`src/rtl/game_tick_scheduler.sv`:
```
// game_tick_scheduler: game-phase FSM, tick dividers and single-strobe action arbiter.
// Define GAME_TICK_SCHED_UFO_EN to build the UFO-spawn channel; otherwise ufo_stb is tied low.
module game_tick_scheduler #(
    parameter int MOVE_PERIOD     = 8,
    parameter int MIN_MOVE_PERIOD = 2,
    parameter int SHOT_PERIOD     = 20,
    parameter int UFO_PERIOD      = 50,
    parameter int LEVEL_GAP       = 3,
    parameter int TURBO_THRESH    = 8
) (
    input  logic       clk,
    input  logic       resetN,
    input  logic       tick,
    input  logic       start,
    input  logic       pause_req,
    input  logic       level_done,
    input  logic       game_over,
    input  logic [5:0] aliens_left,
    output logic       turbo,
    output logic       move_stb,
    output logic       shot_stb,
    output logic       ufo_stb,
    output logic [1:0] state,
    output logic [3:0] level
);

    typedef enum logic [1:0] {
        ST_IDLE     = 2'd0,
        ST_RUN      = 2'd1,
        ST_PAUSED   = 2'd2,
        ST_LEVEL_UP = 2'd3
    } state_e;

`ifdef GAME_TICK_SCHED_UFO_EN
    localparam int NUM_CH = 3;
`else
    localparam int NUM_CH = 2;
`endif

    localparam logic [7:0] MOVE_P  = 8'(MOVE_PERIOD);
    localparam logic [7:0] MIN_P   = 8'(MIN_MOVE_PERIOD);
    localparam logic [7:0] SHOT_P  = 8'(SHOT_PERIOD);
    localparam logic [7:0] UFO_P   = 8'(UFO_PERIOD);
    localparam logic [7:0] GAP_P   = 8'(LEVEL_GAP);
    localparam logic [7:0] TURBO_T = 8'(TURBO_THRESH);

    state_e            state_q, state_d;
    logic [3:0]        level_q, level_d;
    logic [7:0]        gap_q, gap_d;
    logic [7:0]        cnt_q [NUM_CH];
    logic [7:0]        cnt_d [NUM_CH];
    logic [NUM_CH-1:0] pend_q, pend_d;
    logic [NUM_CH-1:0] stb_q, stb_d;
    logic              turbo_q, turbo_d;

    logic [7:0]        lvl_ext;
    logic [7:0]        move_period;
    logic [7:0]        period [NUM_CH];
    logic              count_en, clear_cnt, clear_pend;
    logic [NUM_CH-1:0] expired, pend_all, grant;

    // Level-adjusted move period, floored at MIN_P without wrapping below zero.
    always_comb begin
        lvl_ext     = {4'd0, level_q};
        move_period = MIN_P;
        if ({1'b0, MOVE_P} > ({1'b0, MIN_P} + {1'b0, lvl_ext})) begin
            move_period = MOVE_P - lvl_ext;
        end
    end

    // NOTE: every variable gets a default before the case so no path can infer a latch.
    always_comb begin
        state_d    = state_q;
        level_d    = level_q;
        gap_d      = gap_q;
        count_en   = 1'b0;
        clear_cnt  = 1'b0;
        clear_pend = 1'b0;
        case (state_q)
            ST_IDLE: begin
                if (start) begin
                    state_d    = ST_RUN;
                    level_d    = '0;
                    clear_cnt  = 1'b1;
                    clear_pend = 1'b1;
                end
            end
            ST_RUN: begin
                if (game_over) begin
                    state_d    = ST_IDLE;
                    clear_pend = 1'b1;
                end else if (level_done) begin
                    state_d = ST_LEVEL_UP;
                    level_d = (level_q == 4'hF) ? level_q : level_q + 4'd1;
                    gap_d   = '0;
                end else if (pause_req) begin
                    state_d = ST_PAUSED;
                end else begin
                    count_en = tick;
                end
            end
            ST_PAUSED: begin
                if (game_over) begin
                    state_d    = ST_IDLE;
                    clear_pend = 1'b1;
                end else if (pause_req) begin
                    state_d = ST_RUN;
                end
            end
            default: begin
                if (game_over) begin
                    state_d    = ST_IDLE;
                    clear_pend = 1'b1;
                end else if (tick) begin
                    if (({1'b0, gap_q} + 9'd1) >= {1'b0, GAP_P}) begin
                        state_d   = ST_RUN;
                        clear_cnt = 1'b1;
                    end else begin
                        gap_d = gap_q + 8'd1;
                    end
                end
            end
        endcase
    end

    // Channel dividers, pending merge and fixed-priority grant (lowest index wins).
    always_comb begin
        expired = '0;
        for (int i = 0; i < NUM_CH; i++) begin
            period[i] = (i == 0) ? move_period : ((i == 1) ? SHOT_P : UFO_P);
            cnt_d[i]  = cnt_q[i];
            if (clear_cnt) begin
                cnt_d[i] = '0;
            end else if (count_en) begin
                if (({1'b0, cnt_q[i]} + 9'd1) >= {1'b0, period[i]}) begin
                    cnt_d[i]   = '0;
                    expired[i] = 1'b1;
                end else begin
                    cnt_d[i] = cnt_q[i] + 8'd1;
                end
            end
        end

        pend_all = clear_pend ? '0 : (pend_q | expired);
        grant    = '0;
        // Newly expired channels are eligible this cycle, giving tick+1 strobe latency.
        if (state_q == ST_RUN && state_d == ST_RUN) begin
            for (int i = NUM_CH - 1; i >= 0; i--) begin
                if (pend_all[i]) begin
                    grant    = '0;
                    grant[i] = 1'b1;
                end
            end
        end
        pend_d  = pend_all & ~grant;
        stb_d   = grant;
        turbo_d = (state_q == ST_RUN) && ({2'b00, aliens_left} <= TURBO_T);
    end

    // NOTE: sequential state uses non-blocking assignments so every flop samples pre-edge values.
    always_ff @(posedge clk or negedge resetN) begin
        if (!resetN) begin
            state_q <= ST_IDLE;
            level_q <= '0;
            gap_q   <= '0;
            pend_q  <= '0;
            stb_q   <= '0;
            turbo_q <= 1'b0;
            for (int i = 0; i < NUM_CH; i++) begin
                cnt_q[i] <= '0;
            end
        end else begin
            state_q <= state_d;
            level_q <= level_d;
            gap_q   <= gap_d;
            pend_q  <= pend_d;
            stb_q   <= stb_d;
            turbo_q <= turbo_d;
            for (int i = 0; i < NUM_CH; i++) begin
                cnt_q[i] <= cnt_d[i];
            end
        end
    end

    assign turbo    = turbo_q;
    assign move_stb = stb_q[0];
    assign shot_stb = stb_q[1];
`ifdef GAME_TICK_SCHED_UFO_EN
    assign ufo_stb  = stb_q[2];
`else
    assign ufo_stb  = 1'b0;
`endif
    assign state    = state_q;
    assign level    = level_q;

endmodule

```
`config.mk`:
```
export PLATFORM = sky130hd
export DESIGN_NAME = game_tick_scheduler
export DESIGN_NICKNAME = d
export VERILOG_FILES = /design/src/rtl/game_tick_scheduler.sv
export SDC_FILE = /design/constraint.sdc
export NUM_CORES = 1
export LEC_CHECK = 0
export ABC_AREA = 1
export CORE_UTILIZATION = 55
export DETAILED_ROUTE_END_ITERATION = 16
export PLACE_DENSITY_LB_ADDON = 0.25
export SYNTH_ARGS = -nofsm -noshare
export SYNTH_HDL_FRONTEND = slang
export SYNTH_SLANG_ARGS = --single-unit
```
`constraint.sdc`:
```
create_clock -name clk -period 5.5 [get_ports clk]
set_input_delay 1.375 -clock clk [delete_from_list [all_inputs] [get_ports clk]]
set_output_delay 1.375 -clock clk [all_outputs]
set_load 0.05 [all_outputs]
```
==> qor.txt <==
CTS Sinks = 35
CP required = 4.12 ns
RSZ-0062 raised after global routing = false
cells resized by post-CTS repair = 0
maximum clock frequency = 330 MHz
met3 wire len = 142 um
row cnt = 23
max cap viols = 0
final design utilization = 67.5%
Syn Std Cell Area = 2440 um2
P per Cell Area = 385 nW/um2
vias per inst = 5.10
r2r endpoint = stb_q[1]
overflow left after global routing = 0
CP endpoint kind = primary output
Max Slew Vio Count = 0
depth of the worst hold-timing path = 2
register area share after synthesis = 35.8%
Hold Path Sink = cnt_q[7]
Syn Inst Count = 334
Die Height = 68.7 um
die width = 68.7 um
Net Count, Synth = 366
share of layout cells above drive strength 1 = 8.61%
vias in the first global route = 1987
worst rel slew slack = 65.5%
Synth top area share = 35.8%
endpoints failing setup = 0
Tot GR Track Use = 23.4%
Clk Latency, worst-skew pair = 0.29 ns
area of the die = 4720 um2
kind of cell adding the most delay to the critical path = buffers and inverters
hold crit path type = flop to flop
clk buf depth = 2
FF-to-FF path depth = 18
root buf cell = clkbuf_8
Distinct cells, synth = 35
CP Max Fanout = 8
initial antenna violation count = 0
CP startpoint kind = flop
critical-path cell list = clkdlybuf4s50_1
worst path bufs/invs = 1
DR WL/cell = 11.4 um
CP Class = flop to primary output
first-pass GRT wire length = 8.16 mm
Critical Path Stages = 1
top post-synthesis cells by area = dfrtp_1 36%, nand2_1 12%, ha_1 9.7%
Synth warnings = 0
setup TNS = 0 ns
Pwr Total = 1080 uW
Layout fillers = 359
DR DRC count = 0
number of port buffers = 21
io pins = 23
GP Congestion = 0.909
CTS buffer count = 5
Layout area overhead = 14.3%
Nets = 391
Finished Cell Area = 2800 um2
reg-to-reg startpoint = level[2]
initial core utilization = 59.0%
# diodes = 0
Initial DRT Pass Iterations = 5
Hold Startpoint = cnt_q[7]
largest net degree at the start of global routing = 36
Met2 Wirelength = 2.22 mm
cts hold-fix bufs = 0
r2r setup slk = 2.63 ns
Routed Antenna Nets = 0
Max stage delay cell, worst path = clkdlybuf4s50_1
number of post-CTS setup repair buffers = 0
Synth area leader = dfrtp_1
outcome = complete, no violations
top sig layer = met4
period utilization = 55.0%
routed wire length = 4.67 mm
clock skew = 0.00299 ns
detailed placer's ending HPWL = 3.63 mm
slowest stage delay, CP = 0.86 ns
DRT met1 WL = 2.25 mm
detailed-route via count = 2090
average size of a mapped cell = 7.32 um2
LEAKAGE = 0.00150 uW
Worst-path clk slew = 0.07 ns
hold slack = 0.504 ns
Yosys reg bits = 35
core box area = 4140 um2
crit path time final = 3.03 ns
CTS tree = yes
WP data arrival = 1.65 ns
VDD IR max = 298 uV
Area after DPL = 2700 um2
DR iter-0 viols = 88
# H-tree levels = 2
final-report hold violation count = 0
worst slew pin tran = 0.515 ns
==> report_power, final <==
group / internal [uW] / switching, uW / leakage (uW)
logic: 184 / 316 / 0.000968
registers: 307 / 64.5 / 0.000479
clock network: 114 / 90.9 / 0.0000515
total: 605 / 471 / 0.00150
==> registers in the layout, indices dropped and copies added (netlist names) <==
register / cells
cnt_q: 16
gap_q: 8
level: 4
pend_q: 2
state: 2
stb_q: 2
turbo: 1
==> per-stage QoR <==
stage	std cells	setup WS (ns)
2_1_floorplan	334	2.68
3_3_place_gp	402	2.59
3_5_place_dp	402	2.55
4_1_cts	410	2.47
5_1_grt	410	2.38
6_report	410	2.47
==> cells by family after synthesis <==
group	count (synthesis)	synth area share [%]
AND/OR/NAND/NOR	178	33.1
buffers and inverters	57	9.37
flip-flops	35	35.8
AO/OA/AOI/OAI	34	8.19
adder cells (fa/ha/maj)	19	9.72
XOR/XNOR	9	3.22
other	1	0.153
multiplexers	1	0.409
==> how the worst max path moves through the flow <==
stage | end | startpoint
final | level[3] | level[3]
after global routing | stb_q[1] | level[2]
after CTS | level[3] | level[3]
after detailed placement | cnt_q[2] | game_over
after global placement | cnt_q[3] | game_over
after floorplan | stb_q[1] | level[2]
==> routing by layer <==
layer  vias up  global-route usage (%)
met5         -                       0
met4         0                    6.25
met3         5                    4.93
met2        34                    42.0
met1       945                    28.2
li1       1106                       -
==> cell usage in the layout, fill, tap and decap left out, drive strengths merged, types with 7 or more instances in the layout <==
master	count
a21oi	9
inv	52
nand3	22
o21ai	19
nor3	8
nor2	51
clkdlybuf4s50	21
ha	19
nand4	9
xor2	7
dfrtp	35
nand2	85
clkbuf	8
==> cell usage after synthesis, drive strengths merged <==
cell type  number
xor2            7
clkbuf          1
xnor2           2
conb            1
nor2           51
ha             19
nand2          85
o21ai          19
mux2i           1
a211oi          1
a31oi           1
or2             1
nand4           9
nor3            8
a2111oi         1
clkinv          1
a21o            2
nand3          22
or3             1
buf             3
a21oi           9
nand3b          1
inv            52
dfrtp          35
o211ai          1
==> final cells by class <==
| class | count | area (um2) | area share (%) |
|---|---|---|---|
| clock buffers | 8 | 100 | 3.58 |
| inverters | 53 | 199 | 7.12 |
| multi-input cells | 242 | 1340 | 47.9 |
| flip-flops and latches | 35 | 876 | 31.3 |
| well taps | 50 | 62.6 | 2.24 |
| repair buffers | 22 | 218 | 7.79 |
(Power assumes the default switching activity.)
